**config.mk**
```make
export PLATFORM = sky130hd
export DESIGN_NAME = rr_priority_encoder
export DESIGN_NICKNAME = d
export VERILOG_FILES = /design/src/rtl/rr_priority_encoder.sv
export SDC_FILE = /design/constraint.sdc
export NUM_CORES = 1
export LEC_CHECK = 0
export BUFFER_PORTS_ARGS = -buffer_cell sky130_fd_sc_hd__buf_4
export CAP_MARGIN = 15
export CORE_AREA = 5 5 42 44
export CTS_CLUSTER_DIAMETER = 40
export CTS_CLUSTER_SIZE = 12
export DETAILED_ROUTE_END_ITERATION = 10
export DIE_AREA = 0 0 47 49
export MAX_ROUTING_LAYER = met4
export PLACE_DENSITY = 0.67
export SLEW_MARGIN = 5
export SYNTH_ARGS = -nofsm -noshare
export SYNTH_HDL_FRONTEND = slang
export SYNTH_SLANG_ARGS = --single-unit
```
**constraint.sdc**
```tcl
create_clock -name clk -period 2.8 [get_ports clk]
set_input_delay 0 -clock clk [delete_from_list [all_inputs] [get_ports clk]]
set_output_delay 0 -clock clk [all_outputs]
set_load 0.05 [all_outputs]
```
**src/rtl/rr_priority_encoder.sv**
```systemverilog
// Registered N-way priority encoder / arbiter: fixed (highest index) or round-robin selection.
// Latency: 1 clock from sampled I/E to Y/V/G; one decision per clock. No backpressure; E=0 suppresses the grant.
// Optional grant lock enabled by defining RR_PRIORITY_ENCODER_LOCK_EN.
module rr_priority_encoder #(
    parameter int N  = 4,
    parameter int W  = $clog2(N),
    parameter int RR = 1
) (
    input  logic         clk,
    input  logic         rst_n,
    input  logic         E,
    input  logic [N-1:0] I,
    output logic [W-1:0] Y,
    output logic         V,
    output logic [N-1:0] G
);

    logic [W-1:0] y_q, y_d;
    logic         v_q, v_d;
    logic [N-1:0] g_q, g_d;
    logic [W-1:0] ptr_q, ptr_d;

    logic         win_vld;
    logic [W-1:0] win_idx;
    logic [W:0]   scan_pos;
    logic [W-1:0] fix_pos;
    logic         lock_hold;

    // One extra bit so ptr + offset (at most 2N-2) cannot overflow before the wrap.
    always_comb begin
        win_vld  = |I;
        win_idx  = '0;
        scan_pos = '0;
        fix_pos  = '0;
        if (RR != 0) begin
            // Walk offsets from farthest to nearest so the nearest set bit is assigned last.
            for (int j = N - 1; j >= 0; j--) begin
                scan_pos = {1'b0, ptr_q} + (W+1)'(j);
                if (scan_pos >= (W+1)'(N)) begin
                    scan_pos = scan_pos - (W+1)'(N);
                end
                if (I[scan_pos[W-1:0]]) begin
                    win_idx = scan_pos[W-1:0];
                end
            end
        end else begin
            for (int j = 0; j < N; j++) begin
                fix_pos = W'(j);
                if (I[fix_pos]) begin
                    win_idx = fix_pos;
                end
            end
        end
    end

`ifdef RR_PRIORITY_ENCODER_LOCK_EN
    assign lock_hold = v_q & E & I[y_q];
`else
    assign lock_hold = 1'b0;
`endif

    // The E check comes first so undefined request bits while disabled cannot reach ptr.
    always_comb begin
        y_d   = '0;
        v_d   = 1'b0;
        g_d   = '0;
        ptr_d = ptr_q;
        if (lock_hold) begin
            y_d = y_q;
            v_d = v_q;
            g_d = g_q;
        end else if (E && win_vld) begin
            y_d          = win_idx;
            v_d          = 1'b1;
            g_d[win_idx] = 1'b1;
            if (RR != 0) begin
                ptr_d = (win_idx == W'(N - 1)) ? '0 : win_idx + W'(1);
            end
        end
    end

    always_ff @(posedge clk or negedge rst_n) begin
        if (!rst_n) begin
            y_q   <= '0;
            v_q   <= 1'b0;
            g_q   <= '0;
            ptr_q <= '0;
        end else begin
            y_q   <= y_d;
            v_q   <= v_d;
            g_q   <= g_d;
            ptr_q <= ptr_d;
        end
    end

    assign Y = y_q;
    assign V = v_q;
    assign G = g_q;

endmodule
```
======== Yosys cells after proc, flatten, opt, wreduce, memory -nomap -nowiden ========
Cells that the tools add are included.
operators by class
  equality and inequality tests ........... 1
  $lt $le $gt $ge ......................... 10
  multiplexer cells ....................... 22
  $add $sub $neg .......................... 8
  reductions and logical operators ........ 3
operator list
  kind                                                                           number
  2-bit 2-to-1 mux                                                               10
  2-bit by 3-bit less-than comparator with 1-bit output (second input constant)  5
  3-bit >= comparator (second input constant)                                    3
  1-bit binary-select mux with 2-bit select                                      4
  2-bit by 1-bit subtractor with 2-bit output (second input constant)            4
  2-bit by 2-bit adder with 3-bit output (second input constant)                 2
  1-bit 2-to-1 mux                                                               6
  4-bit 2-to-1 mux                                                               1
  4-bit OR reduction                                                             1
  2-bit by 1-bit adder with 3-bit output (second input constant)                 1
  2-bit by 3-bit >= comparator with 1-bit output (second input constant)         1
  2-bit by 1-bit adder with 2-bit output (second input constant)                 1
  1-bit demux with 2-bit select                                                  1
  2-bit equality test (second input constant)                                    1
  2-bit by 1-bit >= comparator with 1-bit output (second input constant)         1
  1-bit logical AND                                                              2
storage, ports and cells
  input port bits ......................... 7
  output and inout bits ................... 7
  register bits after elaboration ......... 9
  logic and storage cells ................. 48

======== Depth between registers and ports, before layout ========
  depth after elaboration ................. 14
  gate-level depth with buffers ........... 7
  depth with buffers taken out ............ 6

======== Least setup slack after synthesis ========
Ideal clock, no wire load.
  path type ............................... reg2reg
  from .................................... register ptr_q[1]
  to ...................................... register ptr_q[1]
  stages on the path, launching flop included .. 7
  arrival time ............................ 1.326 ns
  clock period less this slack ............ 1.442 ns
  path slack .............................. 1.358 ns
  cell sequence ........................... dfrtp_1 -> buf_2 -> o32ai_1 -> nor2_1 -> ha_1 -> nand2_1 -> nand2_1
on the way
  word-level cells in the longest chain between the ends .. 11
RTL lines
  element                                                                                    line    text
  from (decl)                                                                                21      logic [W-1:0] ptr_q, ptr_d;
  from (signal assigned)                                                                     92      ptr_q <= ptr_d;
  2-bit by 2-bit adder with 3-bit output                                                     38      scan_pos = {1'b0, ptr_q} + (W+1)'(j);
  3-bit >= comparator / 2-bit by 1-bit subtractor with 2-bit output (equally long branches)  39, 40
  2-bit 2-to-1 mux                                                                           39      if (scan_pos >= (W+1)'(N)) begin
  1-bit binary-select mux with 2-bit select                                                  42      if (I[scan_pos[W-1:0]]) begin
  1-bit 2-to-1 mux (not written as such)                                                     42
  2-bit 2-to-1 mux (3 in series)                                                             42
  2-bit 2-to-1 mux *                                                                         42
  2-bit by 1-bit adder with 2-bit output / 2-bit equality test (equally long branches)       77      ptr_d = (win_idx == W'(N - 1)) ? '0 : win_idx + W'(1);
  2-bit 2-to-1 mux *                                                                         77
Mark *: on every way between the ends. The rest lies on a longest branch, timed or not. The select of a mux whose other input is x is not followed.
A chain may end at the register's enable or synchronous reset.

======== Worst setup path after layout ========
Ends and elaborated chain as after synthesis.

==> out/metrics.cfg <==
[outcome]
status = complete, no violations

[route]
avgRoutedWirePerCell_um = 11.9
num_vias = 349
viasPerCell = 4.78
dr.pass1.iters = 4
wl_um = 867
drcViolationCount = 0
first_iter_violations = 2
ant_nets = 0

[sta]
fin_crit_ns = 1.58
fin_skew_ns = 0.00552
slew_headroom_pct = 66.4
fmax_mhz = 633
finalCritPeriodShare_pct = 56.4
fin_setup_tns_ns = 0
worstMarginPinSlew_ns = 0.502
rsz0062_at_grt = no
slew_viol_final = 0
setup_violations = 0
holdWs_ns = 0.0333
final-hold-violation-count = 0

[layout]
seq_area_um2 = 225
drive_gt1_share_pct = 36.8
area_delta_synth_final_pct = 32.2
multiInputGateArea_um2 = 221
antennaDiodeCount = 0
num-nets-final = 69
nFillCells = 136

[power_and_ir_drop]
seqPwrFrac_pct = 39.3
swShare_pct = 38.1
leakage_nw = 0.314
vdd_ir_drop_max_uv = 389
p_int_mw = 0.271
p_switching_mw = 0.167
power_frac_comb_pct = 37.9
power.density_mw_per_mm2 = 716
clkPwrFrac_pct = 22.8

[floorplan]
initial_core_util_pct = 33.0
pin_count = 14
dieArea_mm2 = 0.00230
row_count = 14
fp.dieH_um = 49
core-area_mm2 = 0.00140
dieWidth_um = 47

[logic_synthesis]
synth_edf_count = 0
ys_warn_count = 0
syn_inst = 40
yosysTopAreaCell = dfrtp_1
synthArstFlopShare_pct = 100
synth-main-ff-cell = dfrtp_1
ys_top_cells_by_count = 9 x dfrtp_1, 4 x and2_1, 4 x ha_1, 4 x nand2_1
ys_ff_latch = 9
ys_seq_area_share_pct = 48.6
yosys.cell_types.count = 21
syn_area_per_cell_um2 = 11.6
synth_nets = 51
ys_top_cells_by_area = dfrtp_1 49%, ha_1 11%, o41ai_4 5.9%, and2_1 5.4%, nand2_1 3.2%
synth.top_cell.area_share_pct = 48.6
synth_most_common_cell = dfrtp_1
syn-cell-area_um2 = 463

[cts]
clkTransAtPathRegs_ns = 0.06
cts_tree = done
htree_levels = 1
cts_max_path_buffers = 2
cts_sinks = 9
insertion_delay_ns = 0.26
post-cts-setup-buffers = 0
cts_made_buffers = 3
ctsResizeCount = 0
ctsRootBufferMaster = clkbuf_4
hold_buffers = 1

[placed_design]
place_hpwl_um = 659
gp_congestion = 0.845
port_buffers = 13

[worst_setup_path]
worst_r2r_startpoint = ptr_q[1]$_DFFE_PN0P_
cp.arrival_ns = 1.73
cp-end-kind = flip-flop
rr_worst_depth = 5
start_kind = flip-flop
r2r_setup_slack_ns = 1.22
reg2reg_to = ptr_q[1]$_DFFE_PN0P_
cp.required_ns = 2.95
critPathKind = reg2reg
worstPathMaxFanout = 8

[min_path]
hold_path_class = in2reg
min_path_cells = 3
min-delay-start = E
hold_path_end = Y[0]$_DFF_PN0_

[global_route]
grt_pass1_vias = 362
grt_start_max_net_pins = 10
antenna_found_initial = 0
grt_use_total_pct = 9.32
grt_overflow = 0
grt_pass1_wl_um = 1540

[flow_run]
drv_cap = 0

-- power by group through the flow --
stage                     Clock, mW  Combinational [mW]  Sequential, mW
after CTS                     0.102               0.167           0.172
after global routing          0.116               0.181           0.176
final                         0.100               0.166           0.172
after floorplan                   0              0.0806           0.212
after detailed placement          0               0.164           0.175
after global placement            0               0.165           0.173
-- final cells by class --
class,count,area share [%]
flip-flops and latches,9,36.8
repair buffers,14,17.6
multi-input cells,27,36.2
well taps,16,3.27
clock buffers,4,4.29
inverters,3,1.84
-- state kept, by name, indices dropped and copies added (netlist names) --
signal and count:
Y 2, G 4, V 1, ptr_q 2
-- worst max-delay path: stages, from the launching register on --
cell     delay (ns)
dfrtp_1        0.46
o32ai_1        0.47
nor2_1         0.13
ha_1           0.31
nand2_1        0.06
nand2_1        0.04
-- layout by cell type (no fill, tap or decap) --
| master | netlist | final |
|---|---|---|
| o31a_1 | 1 | 1 |
| dlygate4sd3_1 | 0 | 1 |
| ha_1 | 4 | 4 |
| o22ai_1 | 1 | 1 |
| nor3_1 | 1 | 1 |
| mux2i_1 | 1 | 1 |
| dfrtp_1 | 9 | 9 |
| or2_1 | 1 | 1 |
| o21a_1 | 1 | 1 |
| clkbuf_1 | 0 | 1 |
| inv_1 | 2 | 2 |
| and2_1 | 4 | 4 |
| o32ai_1 | 1 | 1 |
| inv_2 | 1 | 1 |
| and2_4 | 1 | 1 |
| a21oi_1 | 2 | 2 |
| a21boi_0 | 1 | 1 |
| o22a_2 | 1 | 1 |
| o41ai_4 | 1 | 1 |
| o221a_2 | 1 | 1 |
| nor2_1 | 1 | 1 |
| clkbuf_4 | 0 | 3 |
| nand2_1 | 4 | 4 |
| buf_4 | 0 | 13 |
-- metrics by stage --
step | instances | power (mW) | worst slack, ns | cell area, um^2 | util, %
finish | 73 | 0.438 | 1.22 | 612 | 43.7
global route | 73 | 0.473 | 1.10 | 612 | 43.7
CTS | 73 | 0.441 | 1.23 | 612 | 43.7
detailed placement | 68 | 0.339 | 1.26 | 576 | 41.1
global placement | 68 | 0.338 | 1.27 | 576 | 41.1
floorplan | 40 | 0.292 | 1.36 | 463 | -
-- metal layers --
| layer | track usage (%) | part of all wire, % | wire, um |
|---|---|---|---|
| met5 | - | 0 | 0 |
| met4 | 5.53 | 1.6 | 14 |
| met3 | 1.11 | 6.0 | 52 |
| met2 | 12.0 | 47 | 404 |
| met1 | 13.5 | 46 | 396 |
-- worst max-delay path by stage --
stage / start / endpoint / depth (start not counted)
after floorplan: ptr_q[1]$_DFFE_PN0P_ / ptr_q[1]$_DFFE_PN0P_ / 6
after global placement: ptr_q[1]$_DFFE_PN0P_ / ptr_q[1]$_DFFE_PN0P_ / 5
after detailed placement: ptr_q[1]$_DFFE_PN0P_ / ptr_q[1]$_DFFE_PN0P_ / 5
after CTS: ptr_q[1]$_DFFE_PN0P_ / ptr_q[1]$_DFFE_PN0P_ / 5
after global routing: ptr_q[1]$_DFFE_PN0P_ / ptr_q[1]$_DFFE_PN0P_ / 5
final: ptr_q[1]$_DFFE_PN0P_ / ptr_q[1]$_DFFE_PN0P_ / 5
-- cells by family after synthesis --
family	count (synthesis)	share of synthesized area, %
AOI/OAI and AO/OA	10	21.1
adders and majority gates	4	10.8
buffers and inverters	4	3.51
DFF	9	48.6
and+or+nand+nor	12	13.8
muxes	1	2.16
Note: power is estimated with default switching activity, not from simulation.
